$ cat src/rtl/uart_wb_fifo.sv
// Wishbone classic 8N1 UART slave with RX/TX FIFOs, sticky error flags and a maskable level irq.
// Define UART_WB_FIFO_LOOPBACK_EN to build the CTRL[2] internal TX->RX loopback.
//
// state    | meaning
// RX_IDLE  | line idle, waiting for a synchronised falling edge
// RX_START | counting to mid start bit, then re-checking the line
// RX_DATA  | sampling 8 data bits LSB first, one per DIV cycles
// RX_STOP  | sampling the stop bit: push byte or flag FE
// TX_IDLE  | waiting for TX FIFO data
// TX_START | driving the start bit for DIV cycles
// TX_DATA  | shifting out 8 data bits LSB first
// TX_STOP  | driving the stop bit for DIV cycles
module uart_wb_fifo #(
    parameter logic [31:0] ADR       = 32'h0000_00F0,
    parameter int          DEPTH     = 16,
    parameter int          DIV_RESET = 2500
) (
    input  logic        clk_48_i,
    input  logic        rst_n_i,
    input  logic [31:0] adr_i,
    input  logic [31:0] dat_i,
    output logic [31:0] dat_o,
    input  logic        we_i,
    input  logic [3:0]  sel_i,
    input  logic        stb_i,
    input  logic        cyc_i,
    output logic        ack_o,
    output logic        tx_o,
    input  logic        rx_i,
    output logic        irq_o
);
    localparam int AW = $clog2(DEPTH);

    typedef enum logic [1:0] {RX_IDLE, RX_START, RX_DATA, RX_STOP} rx_state_t;
    typedef enum logic [1:0] {TX_IDLE, TX_START, TX_DATA, TX_STOP} tx_state_t;

    logic        hit;
    logic [1:0]  offset;
    logic        rd_data, wr_data, wr_status, wr_div, wr_ctrl;
    logic [31:0] rd_value;
    logic [15:0] div;
    logic        rx_ie, tx_ie, lb_bit;
    logic        rx_ovr, fe, tx_ovr;
    logic        unused_inputs;

    assign offset    = adr_i[3:2];
    assign hit       = stb_i & cyc_i & (adr_i[31:4] == ADR[31:4]) & ~ack_o;
    assign rd_data   = hit & ~we_i & (offset == 2'd0);
    assign wr_data   = hit &  we_i & (offset == 2'd0);
    assign wr_status = hit &  we_i & (offset == 2'd1);
    assign wr_div    = hit &  we_i & (offset == 2'd2);
    assign wr_ctrl   = hit &  we_i & (offset == 2'd3);
    assign unused_inputs = &{1'b0, sel_i, adr_i[1:0], dat_i[31:16]};

    // FIFO storage and pointers; pointers carry one extra wrap bit
    logic [7:0]  rx_mem [DEPTH];
    logic [7:0]  tx_mem [DEPTH];
    logic [AW:0] rx_wptr, rx_rptr, tx_wptr, tx_rptr;
    logic        rx_empty, rx_full, tx_empty, tx_full;
    logic        rx_push, rx_pop, rx_push_ok, rx_ovr_set, fe_set;
    logic        tx_pop, tx_push_ok, tx_ovr_set;

    assign rx_empty   = (rx_wptr == rx_rptr);
    assign rx_full    = (rx_wptr[AW] != rx_rptr[AW]) && (rx_wptr[AW-1:0] == rx_rptr[AW-1:0]);
    assign tx_empty   = (tx_wptr == tx_rptr);
    assign tx_full    = (tx_wptr[AW] != tx_rptr[AW]) && (tx_wptr[AW-1:0] == tx_rptr[AW-1:0]);
    assign rx_pop     = rd_data & ~rx_empty;
    assign rx_push_ok = rx_push & (~rx_full | rx_pop);
    assign tx_push_ok = wr_data & (~tx_full | tx_pop);
    assign tx_ovr_set = wr_data & tx_full & ~tx_pop;

    // Serial line routing
    logic tx_line, rx_src;
`ifdef UART_WB_FIFO_LOOPBACK_EN
    logic lb_en;
    assign lb_bit = lb_en;
    assign rx_src = lb_en ? tx_line : rx_i;
    assign tx_o   = lb_en ? 1'b1 : tx_line;
`else
    assign lb_bit = 1'b0;
    assign rx_src = rx_i;
    assign tx_o   = tx_line;
`endif

    // RX FSM signals
    rx_state_t   rx_state, rx_state_n;
    logic [15:0] rx_cnt, rx_cnt_n, rx_div, rx_div_n;
    logic [2:0]  rx_bit, rx_bit_n;
    logic [7:0]  rx_shift, rx_shift_n;
    logic        rx_s1, rx_s2, rx_prev, rx_fall;

    assign rx_fall = rx_prev & ~rx_s2;

    // TX FSM signals
    tx_state_t   tx_state, tx_state_n;
    logic [15:0] tx_cnt, tx_cnt_n, tx_div, tx_div_n;
    logic [2:0]  tx_bit, tx_bit_n;
    logic [7:0]  tx_shift, tx_shift_n;
    logic        tx_line_n, tx_busy;

    assign tx_busy = (tx_state != TX_IDLE);

    always_comb begin
        rd_value = '0;
        case (offset)
            2'd0: if (!rx_empty) rd_value = {23'b0, 1'b1, rx_mem[rx_rptr[AW-1:0]]};
            2'd1: rd_value = {24'b0, tx_busy, tx_ovr, fe, rx_ovr,
                              tx_full, tx_empty, rx_full, ~rx_empty};
            2'd2: rd_value = {16'b0, div};
            default: rd_value = {29'b0, lb_bit, tx_ie, rx_ie};
        endcase
    end

    always_ff @(posedge clk_48_i or negedge rst_n_i) begin
        if (!rst_n_i) begin
            ack_o  <= 1'b0;
            dat_o  <= '0;
            div    <= 16'(DIV_RESET);
            rx_ie  <= 1'b0;
            tx_ie  <= 1'b0;
            rx_ovr <= 1'b0;
            fe     <= 1'b0;
            tx_ovr <= 1'b0;
            irq_o  <= 1'b0;
        end else begin
            ack_o <= hit;
            dat_o <= (hit && !we_i) ? rd_value : '0;
            if (wr_div) div <= (dat_i[15:0] < 16'd4) ? 16'd4 : dat_i[15:0];
            if (wr_ctrl) begin
                rx_ie <= dat_i[0];
                tx_ie <= dat_i[1];
            end
            // a flag raised in the same cycle as its clear stays set
            rx_ovr <= (rx_ovr & ~(wr_status & dat_i[4])) | rx_ovr_set;
            fe     <= (fe     & ~(wr_status & dat_i[5])) | fe_set;
            tx_ovr <= (tx_ovr & ~(wr_status & dat_i[6])) | tx_ovr_set;
            irq_o  <= (rx_ie & ~rx_empty) | (tx_ie & tx_empty & ~tx_busy);
        end
    end

`ifdef UART_WB_FIFO_LOOPBACK_EN
    always_ff @(posedge clk_48_i or negedge rst_n_i) begin
        if (!rst_n_i)     lb_en <= 1'b0;
        else if (wr_ctrl) lb_en <= dat_i[2];
    end
`endif

    always_ff @(posedge clk_48_i or negedge rst_n_i) begin
        if (!rst_n_i) begin
            rx_wptr <= '0;
            rx_rptr <= '0;
            tx_wptr <= '0;
            tx_rptr <= '0;
        end else begin
            if (rx_push_ok) rx_wptr <= rx_wptr + 1'b1;
            if (rx_pop)     rx_rptr <= rx_rptr + 1'b1;
            if (tx_push_ok) tx_wptr <= tx_wptr + 1'b1;
            if (tx_pop)     tx_rptr <= tx_rptr + 1'b1;
        end
    end

    always_ff @(posedge clk_48_i) begin
        if (rx_push_ok) rx_mem[rx_wptr[AW-1:0]] <= rx_shift;
        if (tx_push_ok) tx_mem[tx_wptr[AW-1:0]] <= dat_i[7:0];
    end

    always_ff @(posedge clk_48_i or negedge rst_n_i) begin
        if (!rst_n_i) begin
            rx_s1    <= 1'b1;
            rx_s2    <= 1'b1;
            rx_prev  <= 1'b1;
            rx_state <= RX_IDLE;
            rx_cnt   <= '0;
            rx_div   <= 16'(DIV_RESET);
            rx_bit   <= '0;
            rx_shift <= '0;
        end else begin
            rx_s1    <= rx_src;
            rx_s2    <= rx_s1;
            rx_prev  <= rx_s2;
            rx_state <= rx_state_n;
            rx_cnt   <= rx_cnt_n;
            rx_div   <= rx_div_n;
            rx_bit   <= rx_bit_n;
            rx_shift <= rx_shift_n;
        end
    end

    // Down-counter timing: a state acts when rx_cnt reaches zero
    always_comb begin
        rx_state_n = rx_state;
        rx_cnt_n   = rx_cnt;
        rx_div_n   = rx_div;
        rx_bit_n   = rx_bit;
        rx_shift_n = rx_shift;
        rx_push    = 1'b0;
        rx_ovr_set = 1'b0;
        fe_set     = 1'b0;
        if (rx_state != RX_IDLE && rx_cnt != 16'd0) rx_cnt_n = rx_cnt - 16'd1;
        case (rx_state)
            RX_IDLE: if (rx_fall) begin
                rx_state_n = RX_START;
                rx_div_n   = div;
                rx_cnt_n   = {1'b0, div[15:1]};
            end
            RX_START: if (rx_cnt == 16'd0) begin
                if (rx_s2) begin
                    rx_state_n = RX_IDLE;
                end else begin
                    rx_state_n = RX_DATA;
                    rx_cnt_n   = rx_div - 16'd1;
                    rx_bit_n   = 3'd0;
                end
            end
            RX_DATA: if (rx_cnt == 16'd0) begin
                rx_shift_n = {rx_s2, rx_shift[7:1]};
                rx_cnt_n   = rx_div - 16'd1;
                rx_bit_n   = rx_bit + 3'd1;
                if (rx_bit == 3'd7) rx_state_n = RX_STOP;
            end
            RX_STOP: if (rx_cnt == 16'd0) begin
                rx_state_n = RX_IDLE;
                if (rx_s2) begin
                    rx_push    = 1'b1;
                    rx_ovr_set = rx_full & ~rx_pop;
                end else begin
                    fe_set = 1'b1;
                end
            end
            default: rx_state_n = RX_IDLE;
        endcase
    end

    always_ff @(posedge clk_48_i or negedge rst_n_i) begin
        if (!rst_n_i) begin
            tx_state <= TX_IDLE;
            tx_cnt   <= '0;
            tx_div   <= 16'(DIV_RESET);
            tx_bit   <= '0;
            tx_shift <= '0;
            tx_line  <= 1'b1;
        end else begin
            tx_state <= tx_state_n;
            tx_cnt   <= tx_cnt_n;
            tx_div   <= tx_div_n;
            tx_bit   <= tx_bit_n;
            tx_shift <= tx_shift_n;
            tx_line  <= tx_line_n;
        end
    end

    always_comb begin
        tx_state_n = tx_state;
        tx_cnt_n   = tx_cnt;
        tx_div_n   = tx_div;
        tx_bit_n   = tx_bit;
        tx_shift_n = tx_shift;
        tx_line_n  = tx_line;
        tx_pop     = 1'b0;
        if (tx_state != TX_IDLE && tx_cnt != 16'd0) tx_cnt_n = tx_cnt - 16'd1;
        case (tx_state)
            TX_IDLE: if (!tx_empty) begin
                tx_pop     = 1'b1;
                tx_shift_n = tx_mem[tx_rptr[AW-1:0]];
                tx_line_n  = 1'b0;
                tx_div_n   = div;
                tx_cnt_n   = div - 16'd1;
                tx_state_n = TX_START;
            end
            TX_START: if (tx_cnt == 16'd0) begin
                tx_state_n = TX_DATA;
                tx_line_n  = tx_shift[0];
                tx_cnt_n   = tx_div - 16'd1;
                tx_bit_n   = 3'd0;
            end
            TX_DATA: if (tx_cnt == 16'd0) begin
                tx_cnt_n = tx_div - 16'd1;
                if (tx_bit == 3'd7) begin
                    tx_state_n = TX_STOP;
                    tx_line_n  = 1'b1;
                end else begin
                    tx_bit_n   = tx_bit + 3'd1;
                    tx_shift_n = {1'b0, tx_shift[7:1]};
                    tx_line_n  = tx_shift[1];
                end
            end
            TX_STOP: if (tx_cnt == 16'd0) tx_state_n = TX_IDLE;
            default: tx_state_n = TX_IDLE;
        endcase
    end

endmodule

$ cat config.mk
export PLATFORM = sky130hd
export DESIGN_NAME = uart_wb_fifo
export DESIGN_NICKNAME = d
export VERILOG_FILES = /design/src/rtl/uart_wb_fifo.sv
export SDC_FILE = /design/constraint.sdc
export NUM_CORES = 1
export LEC_CHECK = 0
export ABC_CLOCK_PERIOD_IN_PS = 6600
export BUFFER_PORTS_ARGS = -buffer_cell sky130_fd_sc_hd__buf_2
export CAP_MARGIN = 20
export CORE_ASPECT_RATIO = 1.5
export CORE_MARGIN = 4
export CORE_UTILIZATION = 35
export CTS_CLUSTER_DIAMETER = 60
export CTS_CLUSTER_SIZE = 25
export DETAILED_ROUTE_END_ITERATION = 8
export PLACE_DENSITY = 0.49
export SYNTH_ARGS = -nofsm -noshare
export SYNTH_HDL_FRONTEND = slang
export SYNTH_SLANG_ARGS = --single-unit
$ cat constraint.sdc
create_clock -name clk_48_i -period 6.6 [get_ports clk_48_i]
set_clock_uncertainty 0.2 [all_clocks]
set_input_delay 1.32 -clock clk_48_i [delete_from_list [all_inputs] [get_ports clk_48_i]]
set_output_delay 1.32 -clock clk_48_i [all_outputs]
set_load 0.01 [all_outputs]
======== After elaboration in Yosys (flattened, before gate mapping) ========
Memory sizes are Yosys's and may differ from the RTL's.
Cells that the tools add are included.
operators by class
  shifts and indexed selects .............. 0
  add/subtract/negate cells ............... 11
  magnitude comparators ................... 1
  muxes and demuxes ....................... 59
  div/mod/pow operators ................... 0
  bitwise operators ....................... 45
  multiply operators ...................... 0
  equal/unequal tests ..................... 30
  reductions and logical operators ........ 29
operators with widths
  operator                 count
  $mux W16                 9
  $pmux W16 S3             2
  $sub A16 B1 Y16 const B  5
  $logic_not A16 Y1        2
  $mux W32                 1
  $pmux W16 S2             1
  $reduce_bool A16 Y1      2
  $eq A28 B4 Y1 const B    1
  $and A1 B1 Y1            26
  $mux W8                  3
  $ne A2 B2 Y1 const B     12
  $mux W2                  11
  $add A5 B1 Y5 const B    4
  $mux W1                  19
  $mux W3                  6
  $lt A16 B3 Y1 const B    1
  $pmux W2 S4              2
  $pmux W8 S2              1
  $reduce_and A4 Y1        4
  $not A1 Y1               13
  $eq A2 B2 Y1 const B     6
  $pmux W3 S2              2
  $eq A5 B5 Y1             2
  $reduce_and A5 Y1        2
  15 further kinds         38
word-level totals
  output and inout port bits .............. 35
  bits in read-only memories .............. 0
  latch bits .............................. 0
  input bits .............................. 74
  logic and storage cells ................. 204
  flip-flop bits (word level) ............. 169
  memories ................................ 2
  RAM bits ................................ 256
memories
  memory  words  bits a word  read ports  clocked after memory_dff  write ports  RTL line  RTL
  rx_mem  16     8            1           0                         1            56        logic [7:0] rx_mem [DEPTH];
  tx_mem  16     8            1           0                         1            57        logic [7:0] tx_mem [DEPTH];

======== Longest topological paths before layout ========
  depth in word-level cells ............... 12
  depth in mapped cells ................... 8
  gate-level depth less buffers ........... 7

======== Worst setup path after synthesis ========
OpenSTA, ideal clock, no wires.
  path kind ............................... in2reg
  start point ............................. input adr_i[11]
  end point ............................... memory tx_mem[3][0], enable pin
  required time ........................... 6.017 ns
  cell stages on the path ................. 5
  library setup time ...................... 0.383 ns
  data arrival time ....................... 3.493 ns
  slack ................................... 2.523 ns
  cell sequence ........................... or4_1 -> or4_4 -> nor3_4 -> nand4bb_1 -> nor3_1
between the ends
  longest elaborated chain between the ends .. 8
RTL lines
  element                        RTL line  RTL
  start: declaration             20        input logic [31:0] adr_i,
  $eq A28 B4 Y1                  47        assign hit = stb_i & cyc_i & (adr_i[31:4] == ADR[31:4]) & ~ack_o;
  $and A1 B1 Y1 (2 in a row)     47
  $and A1 B1 Y1 (2 in a row)     49        assign wr_data = hit & we_i & (offset == 2'd0);
  $and A1 B1 Y1                  69        assign tx_push_ok = wr_data & (~tx_full | tx_pop);
  $mux W1                        164       if (tx_push_ok) tx_mem[tx_wptr[AW-1:0]] <= dat_i[7:0];
  $mux W1 (implied by the code)  164
  end: declaration               57
No other way between the ends.

======== Final worst setup path ========
  start point ............................. input adr_i[11]
  end point ............................... memory tx_mem[9][3], enable pin
Same word-level chain as after synthesis.

==> metrics.txt <==
hold buffers post-CTS=0; Die ar.=56480 um2; Ys Warns=0; layout cells sized above 1=21.29%; largest net degree at the start of global routing=67; cell taking the most area after synthesis=edfxtp_1; Worst EP required=6.62 ns; Slew @ Worst Pin=1.048 ns; Critical Path Sink Type=flip-flop; I/O Buffers=70; Seq. cell area=11540 um2; chip width=195.4 um; Die H=289.1 um; crit path kind=primary input to flip-flop; Inst Count DP=1991; TNS Setup=0 ns; Max Slew Vio Count=0; EDFF count, synth=256; Post CTS Setup Buffer Count=0; startpoint type of the worst setup path=primary input; r2r startpoint=ack_o; Multi-input gate area=6437 um2; Core Region=51940 um2; top-area cell type share of the netlist area=41.70%; Mapped Area=18440 um2; top-count cell post-synth=edfxtp_1; 1st-iter DRT viols=545; worst r2r dst=tx_mem[9][3]; Final period util=66.42%; Synth top cells by count=edfxtp_1 (256), dfrtp_1 (134), nand2_1 (127); flop2flop setup slack=2.74 ns; Setup crit start=adr_i[11]; sw frac=25.34%; nets=1444; clk buf depth=3; CTS tree=yes; worst hold slack=0.1482 ns; average wire per cell in the routed design=21.82 um; main area contributors after synthesis=edfxtp_1 (42%), dfrtp_1 (18%), mux4_2 (8.3%); worst path arrival time=4.40 ns; Seq cells post-synth=409; RSZ-0062 raised after global routing=false; vias per inst=5.231; DRT Pass-1 Iters=4; Fin. Hold Viols=0; startpoint of the worst hold path=rx_s1; FILL cells=4874; cells after synthesis=1301; clk sinks=409; GRT Util Overall=15.69%; worst-skew pair later-pin latency=0.59 ns; Slew Limit Headroom=29.98%; R2R depth=5; global-route wire length before repair=68.81 mm; Sw Pwr=0.001287 W; IO Pins=109; Clock H-tree levels=1; Hold Crit Depth=0; Logic pwr share=8.0%; ys flop type=edfxtp_1; Core Rows=102; hold endpoint=rx_s2; Vias=10.69k; Routed WL=44.61 mm; starting density of the core=35.49%; Clk pin slew, worst setup/hold paths=0.08 ns; Cell Int Power=0.003792 W; Distinct cells, synth=72; gr ovfl total=0; Clock Power Share=35.6%; post_cts resized=0; async set or reset register ratio after synthesis=37.41%; maximum vdd drop=0.1870 mV; critical path peak fanout=14; initial antenna violation count=1; cts bufs inserted=27; Hold Crit Class=flip-flop to flip-flop; mean post-synth cell area=14.17 um2; PD cells=249.7 nW/um2; detailed placement HPWL=30.94 mm; fin crit period=4.384 ns; vias in the first global route=11.30k; P_leak=7.554 nW; antenna-violating nets left=0; Flop pwr share=56.4%; Final Setup Violations=0; outcome=completed; drt drc=0; register area share after synthesis=62.60%; FMAX=0.2281 GHz; GP Congestion=0.7845; Max-Cap Viols=0; root buf cell=clkbuf_16; area grow syn2layout=10.34%; non-filler cells, final=2044
-- cell families after synthesis --
kind of cell	count (synthesis)	synth area share, %
flip-flops	409	62.60
AND/OR/NAND/NOR	376	10.75
multiplexers	130	11.99
XOR/XNOR	87	4.133
AO/OA/AOI/OAI	158	6.095
buffers and inverters	116	2.789
other	1	0.02034
adder cells (fa/ha/maj)	24	1.629
-- cell usage in the layout, fill, tap and decap left out, types with 8 or more instances in the layout --
cell	n
or4_1	15
xor2_1	38
and2_1	9
buf_4	16
or3_1	11
xnor2_1	49
nand3_1	18
dfstp_2	19
mux2_2	46
conb_1	16
nor3_1	19
mux2i_1	16
and3_1	16
nand4_1	14
ha_1	24
buf_2	69
o21ai_0	27
nor2b_1	14
inv_1	30
a22o_1	8
o211ai_1	12
clkbuf_16	27
nor4_1	29
a22oi_1	25
nand2_1	127
edfxtp_1	256
a21oi_1	11
dfrtp_1	131
nor2_1	59
o221ai_1	13
o22ai_1	20
mux4_2	68
-- state kept, by name (all words and copies together), names as in the netlist, 2 cells and up, named ones only --
register / flops
rx_bit: 3
tx_bit: 3
tx_wptr: 5
rx_rptr: 5
dat_o: 16
tx_div: 16
rx_mem: 128
tx_state: 2
div: 16
tx_mem: 128
tx_shift: 8
rx_wptr: 5
rx_div: 16
tx_rptr: 5
rx_cnt: 16
rx_shift: 8
tx_cnt: 16
-- per-stage QoR --
step | area [um2] | utilization [%] | total power [W] | setup slack, ns
floorplan | 18490 | - | 0.003194 | 2.523
global placement | 19410 | 37.37 | 0.003326 | 1.615
detailed placement | 19410 | 37.37 | 0.003328 | 1.582
CTS | 20320 | 39.12 | 0.005142 | 2.194
global route | 20340 | 39.16 | 0.005290 | 2.061
finish | 20340 | 39.16 | 0.005078 | 2.216
-- cell type report --
cell class | count | area share (%)
repair buffers | 87 | 2.399
clock inverters | 18 | 0.9965
flip-flops and latches | 409 | 56.75
inverters | 30 | 0.5536
multi-input cells | 791 | 31.65
clock buffers | 32 | 3.482
well taps | 676 | 4.158
diodes | 1 | 0.01230
-- worst max path at each step --
stage	endpoint	slack, ns	cells past startpoint
after detailed placement	tx_mem[9][3]	1.58	6
final	tx_mem[9][3]	2.22	6
after floorplan	tx_mem[3][0]	2.52	5
after CTS	rx_mem[11][3]	2.19	6
after global placement	tx_mem[8][0]	1.61	6
after global routing	tx_mem[8][0]	2.06	6
-- worst max-delay path: stages --
cell and delay (ns):
buf_2 0.09, or4_1 0.56, or4_4 0.61, nor3_4 0.31, nor4b_2 0.90, and3_1 0.60
-- power by group through the flow --
| stage | Combinational (W) | Clock (W) | Sequential (W) |
|---|---|---|---|
| floorplan | 0.000296 | 0 | 0.00290 |
| global placement | 0.000409 | 0 | 0.00292 |
| detailed placement | 0.000410 | 0 | 0.00292 |
| CTS | 0.000413 | 0.00186 | 0.00286 |
| global route | 0.000455 | 0.00196 | 0.00288 |
| finish | 0.000406 | 0.00181 | 0.00286 |
-- layer usage --
layer / vias to the layer above / GRT usage (%) / part of all wire [%]
met3: 43 / 1.768 / 3.0
met2: 154 / 30.67 / 56
li1: 5021 / - / -
met4: 0 / 3.615 / 2.0
met1: 5475 / 18.30 / 39
met5: - / 0 / 0
Power figures use the tool's default switching activity.
